$ cat src/rtl/latch_bank_pkg.sv
// latch_bank_pkg: shared widths and read-side state encoding for the latch bank
package latch_bank_pkg;
    localparam int IDX_W      = 2;
    localparam int DATA_W     = 8;
    localparam int BANK_DEPTH = 4;
    typedef enum logic [1:0] {IDLE, HOLD, DWELL} state_e;
endpackage

$ cat src/rtl/latch_bank_reader_dwell_timer.sv
// dwell_timer: loadable down-counter that times the gap between scan beats
module dwell_timer #(
    parameter int DWELL_CYCLES = 4
) (
    input  logic clk,
    input  logic rst_n,
    input  logic load,
    input  logic en,
    output logic zero
);
    localparam int CNT_W = (DWELL_CYCLES > 1) ? $clog2(DWELL_CYCLES) : 1;
    localparam logic [CNT_W-1:0] LOAD_VAL = CNT_W'(DWELL_CYCLES - 1);
    logic [CNT_W-1:0] cnt_q, cnt_d;
    // reload on request, otherwise count down and stop at zero
    always_comb cnt_d = load ? LOAD_VAL : (en && cnt_q != '0) ? cnt_q - 1'b1 : cnt_q;
    // counter register
    always_ff @(posedge clk or negedge rst_n)
        if (!rst_n) cnt_q <= '0;
        else        cnt_q <= cnt_d;
    assign zero = cnt_q == '0;
endmodule

$ cat src/rtl/latch_bank_reader.sv
// latch_bank_reader: delivers latch bank bytes over valid/ready, single reads or round-robin scan
module latch_bank_reader
    import latch_bank_pkg::*;
#(
    parameter int DWELL_CYCLES = 4
) (
    input  logic              clk,
    input  logic              rst_n,
    input  logic [DATA_W-1:0] bank0,
    input  logic [DATA_W-1:0] bank1,
    input  logic [DATA_W-1:0] bank2,
    input  logic [DATA_W-1:0] bank3,
    input  logic              rd_req,
    input  logic [IDX_W-1:0]  rd_sel,
    input  logic              scan_en,
    input  logic              rd_ready,
    output logic              rd_valid,
    output logic [DATA_W-1:0] rd_data,
    output logic [IDX_W-1:0]  rd_idx,
    output logic              busy
);
    state_e            state_q, state_d;
    logic              valid_q, valid_d;
    logic [DATA_W-1:0] data_q, data_d;
    logic [IDX_W-1:0]  idx_q, idx_d;
    logic [IDX_W-1:0]  ptr_q, ptr_d;
    logic              single_q, single_d;
    logic              dwell_load, dwell_zero;
    logic [DATA_W-1:0] bank [BANK_DEPTH];

    assign bank[0] = bank0;
    assign bank[1] = bank1;
    assign bank[2] = bank2;
    assign bank[3] = bank3;

    dwell_timer #(.DWELL_CYCLES(DWELL_CYCLES)) u_dwell (
        .clk  (clk),
        .rst_n(rst_n),
        .load (dwell_load),
        .en   (state_q == DWELL),
        .zero (dwell_zero)
    );

    // next-state: capture beats in IDLE/DWELL, hold until transfer, advance scan pointer
    always_comb begin
        state_d    = state_q;
        valid_d    = valid_q;
        data_d     = data_q;
        idx_d      = idx_q;
        ptr_d      = ptr_q;
        single_d   = single_q;
        dwell_load = 1'b0;
        unique case (state_q)
            IDLE: begin
                if (rd_req) begin
                    state_d  = HOLD;
                    valid_d  = 1'b1;
                    data_d   = bank[rd_sel];
                    idx_d    = rd_sel;
                    single_d = 1'b1;
                end else if (scan_en) begin
                    state_d  = HOLD;
                    valid_d  = 1'b1;
                    data_d   = bank[ptr_q];
                    idx_d    = ptr_q;
                    single_d = 1'b0;
                end
            end
            HOLD: begin
                if (rd_ready) begin
                    valid_d = 1'b0;
                    if (single_q) begin
                        state_d = IDLE;
                    end else if (scan_en) begin
                        state_d    = DWELL;
                        ptr_d      = ptr_q + 1'b1;
                        dwell_load = 1'b1;
                    end else begin
                        state_d = IDLE;
                        ptr_d   = '0;
                    end
                end
            end
            DWELL: begin
                if (!scan_en) begin
                    state_d = IDLE;
                    ptr_d   = '0;
                end else if (dwell_zero) begin
                    state_d  = HOLD;
                    valid_d  = 1'b1;
                    data_d   = bank[ptr_q];
                    idx_d    = ptr_q;
                    single_d = 1'b0;
                end
            end
            default: begin
                state_d = IDLE;
                valid_d = 1'b0;
            end
        endcase
    end

    // state, capture register and scan pointer
    always_ff @(posedge clk or negedge rst_n) begin
        if (!rst_n) begin
            state_q  <= IDLE;
            valid_q  <= 1'b0;
            data_q   <= '0;
            idx_q    <= '0;
            ptr_q    <= '0;
            single_q <= 1'b0;
        end else begin
            state_q  <= state_d;
            valid_q  <= valid_d;
            data_q   <= data_d;
            idx_q    <= idx_d;
            ptr_q    <= ptr_d;
            single_q <= single_d;
        end
    end

    assign rd_valid = valid_q;
    assign rd_data  = data_q;
    assign rd_idx   = idx_q;
    assign busy     = state_q != IDLE;
endmodule

$ cat config.mk
export PLATFORM = sky130hd
export DESIGN_NAME = latch_bank_reader
export DESIGN_NICKNAME = d
export VERILOG_FILES = /design/src/rtl/latch_bank_pkg.sv /design/src/rtl/latch_bank_reader_dwell_timer.sv /design/src/rtl/latch_bank_reader.sv
export SDC_FILE = /design/constraint.sdc
export NUM_CORES = 1
export LEC_CHECK = 0
export CORE_MARGIN = 2
export CORE_UTILIZATION = 47
export DETAILED_ROUTE_END_ITERATION = 8
export GPL_ROUTABILITY_DRIVEN = 0
export PLACE_DENSITY = 0.85
export SETUP_SLACK_MARGIN = 0.4
export SLEW_MARGIN = 5
export SYNTH_ARGS = -nofsm -noshare
export SYNTH_HDL_FRONTEND = slang
export SYNTH_SLANG_ARGS = --single-unit
$ cat constraint.sdc
create_clock -name clk -period 3.4 [get_ports clk]
set_input_delay 0.68 -clock clk [delete_from_list [all_inputs] [get_ports clk]]
set_output_delay 0.68 -clock clk [all_outputs]
set_load 0.01 [all_outputs]
==> impl_metrics.ini <==
[synth]
yosysSeqAreaShare_pct = 33.68
synth_area_leaders = dfrtp_1, mux4_1, mux4_2, inv_1, o221ai_1
yosysUniqueCellTypes = 32
yosysWarnings = 0
ys_seq_elements = 18
netlist_area_mm2 = 0.001338
yosys.area.top_type = dfrtp_1
syn_nets = 158
synth_cells = 118
synth_top_area_share_pct = 33.68
syn_area_per_cell_um2 = 11.34

[routing]
routed_wirelength_mm = 3.357
wl_per_cell_um = 17.04
drc = 0
drt_pass1_iterations = 5
drtIter0Drc = 23
num_vias = 1194
ant_nets = 0
vias_per_cell = 6.061

[critical_path]
crit_type = reg -> out
arrival_ps = 1600
critPathCaptureType = output port
cp.required_ps = 2720
rrSetupSlack_ps = 1730
reg2reg_from = u_dwell.cnt_q[0]$_DFFE_PN0P_
setup.worst_path.start_class = register
rr_endpoint = rd_data[2]$_DFFE_PN0P_
r2r_cells = 6
critical_path.max_fanout = 12

[clock_tree]
cts_hold_buf = 0
clkTransAtPathRegs_ps = 100
cts_root_buffer = clkbuf_4
h-tree-depth = 1
cts_tree = built
insertion_delay_ps = 310
cts_resized = 0
cts.sinks = 18
post-cts-setup-buffers = 0
cts_buffers = 3
clk_path_buf_depth = 2

[grt]
grt_max_degree = 19
grt_pass1_wl_mm = 5.540
overflow = 0
grt_usage_pct = 22.13
antenna_found_initial = 0
grt_pass1_vias = 1197

[power]
p_comb_share_pct = 51.7
p_sw_uw = 433.5
p_leak_uw = 0.0007944
netSwitchingFraction_pct = 36.61
ir_drop_v = 0.0004692
seq_power_share_pct = 36.6
powerDensity_mw_per_mm2 = 632.2
p_int_uw = 750.7
pwr-share-clk_pct = 11.7

[layout]
syn_to_final_growth_pct = 40.04
antenna_cells = 0
final_nets = 207
drive_above_1_share_pct = 10.24

[sta]
fmax_mhz = 439.1
timing.final.crit_share_pct = 66.99
tightest_slew_ps = 792.9
setup_viol = 0
hold_ws_ps = 482.6
fin_tns_setup_ps = 0
slew_headroom_pct = 46.97
rsz0062_at_grt = false
clock_skew_ps = 5.994
drv_slew = 0
fin_crit_ps = 2278
hold_viol = 0

[outcome]
status = complete, no violations

[floorplanning]
dieHeight_um = 57.35
fp.coreArea_mm2 = 0.002734
initial_core_util_pct = 48.92
io_pins = 51
die_area_mm2 = 0.003288
rows = 19
fp.dieW_um = 57.35

[min_path]
whs_path_depth = 1
worst_hold_path_type = reg -> reg
worstHoldStart = rd_valid$_DFFE_PN0P_
worstHoldEndpoint = rd_valid$_DFFE_PN0P_

[flow_run]
cap_violations = 0

[place]
port_buffers = 50
dp_hpwl_mm = 2.661
## cell usage in the layout (no fill, tap or decap), drive strengths merged, types with 2 or more instances in the layout
| cell | instances |
|---|---|
| clkbuf | 4 |
| nand3 | 2 |
| clkdlybuf4s50 | 50 |
| a21o | 2 |
| nor3b | 4 |
| nor2 | 2 |
| dfrtp | 18 |
| o21bai | 3 |
| o21ai | 4 |
| nand2 | 13 |
| a211oi | 2 |
| o221ai | 8 |
| inv | 22 |
| mux4 | 16 |
| a31oi | 2 |
## metal layers
metal  vias to the layer above  GRT usage [%]  part of all wire [%]
met3                        13          1.814                   4.0
li1                        543              -                     -
met5                         -              0                     0
met2                        48          39.77                    55
met1                       590          26.99                    38
met4                         0          9.635                   2.9
## logic make-up after synthesis
group	after synthesis	synth area share, %
buffers and inverters	29	9.729
and+or+nand+nor	27	11.32
AOI/OAI and AO/OA	26	14.50
DFF	18	33.68
muxes	16	29.19
xor gates and xnor gates	1	0.6549
adders and majority gates	1	0.9353
## worst max path at each step
stage | from | to | slack (ps) | cells past startpoint
global placement | rd_sel[0] | rd_data[6]$_DFFE_PN0P_ | 990 | 4
detailed placement | rd_sel[0] | rd_data[7]$_DFFE_PN0P_ | 940 | 4
floorplan | rd_sel[0] | rd_data[0]$_DFFE_PN0P_ | 1670 | 4
CTS | state_q[0]$_DFFE_PN0P_ | busy | 1120 | 3
finish | state_q[0]$_DFFE_PN0P_ | busy | 1120 | 3
global route | state_q[0]$_DFFE_PN0P_ | busy | 1020 | 3
## worst max-delay path: stages (launching register included)
cell and delay [ps]:
dfrtp_1 570, nor2_1 130, inv_1 70, clkdlybuf4s50_1 520
## cell type report
type | count | area, um2
sequential | 18 | 450.4
tap | 31 | 38.79
multi-input combinational | 71 | 757.0
inverter | 22 | 82.58
timing repair buffer | 51 | 508.0
clock buffer | 4 | 36.28
fill | 193 | 860.8
## state kept, by name, indices dropped and copies added (netlist names)
| name | count |
|---|---|
| state_q | 2 |
| rd_idx | 2 |
| u_dwell.cnt_q | 2 |
| ptr_q | 2 |
| rd_valid | 1 |
| single_q | 1 |
| rd_data | 8 |
## synth_stat cells
| cell type | number |
|---|---|
| inv_1 | 22 |
| xnor2_1 | 1 |
| and3b_1 | 1 |
| a31oi_1 | 2 |
| ha_1 | 1 |
| a211oi_1 | 2 |
| o21bai_1 | 3 |
| a21oi_1 | 1 |
| clkbuf_1 | 2 |
| mux4_2 | 8 |
| nand3_1 | 2 |
| o221ai_1 | 8 |
| a221o_1 | 1 |
| or2_2 | 1 |
| nand2_1 | 13 |
| a21o_1 | 2 |
| o21ai_0 | 4 |
| nor2_1 | 2 |
| dfrtp_1 | 18 |
| buf_2 | 2 |
| buf_4 | 1 |
| nor3b_2 | 1 |
| o311ai_0 | 1 |
| and4bb_2 | 1 |
| nor3b_1 | 3 |
| mux4_1 | 8 |
| o22ai_1 | 1 |
| or2b_1 | 1 |
| nor2b_1 | 1 |
| nand2b_2 | 1 |
| buf_6 | 2 |
| o2bb2ai_1 | 1 |
## stage by stage
step | std cells | area [um2] | setup slack, ps | util [%] | power [uW]
6_report | 197 | 1873 | 1122 | 68.51 | 1184
5_1_grt | 197 | 1873 | 1018 | 68.51 | 1261
3_5_place_dp | 193 | 1837 | 936.4 | 67.19 | 1052
3_3_place_gp | 193 | 1837 | 989.4 | 67.19 | 1019
4_1_cts | 197 | 1873 | 1122 | 68.51 | 1188
2_1_floorplan | 118 | 1338 | 1669 | - | 792.4
## power by group through the flow
stage	Clock [uW]	Sequential (uW)	Combinational (uW)
detailed placement	0	436	617
floorplan	0	402	390
finish	139	434	612
global route	148	449	665
global placement	0	426	593
CTS	136	433	618
(Power assumes the default switching activity.)
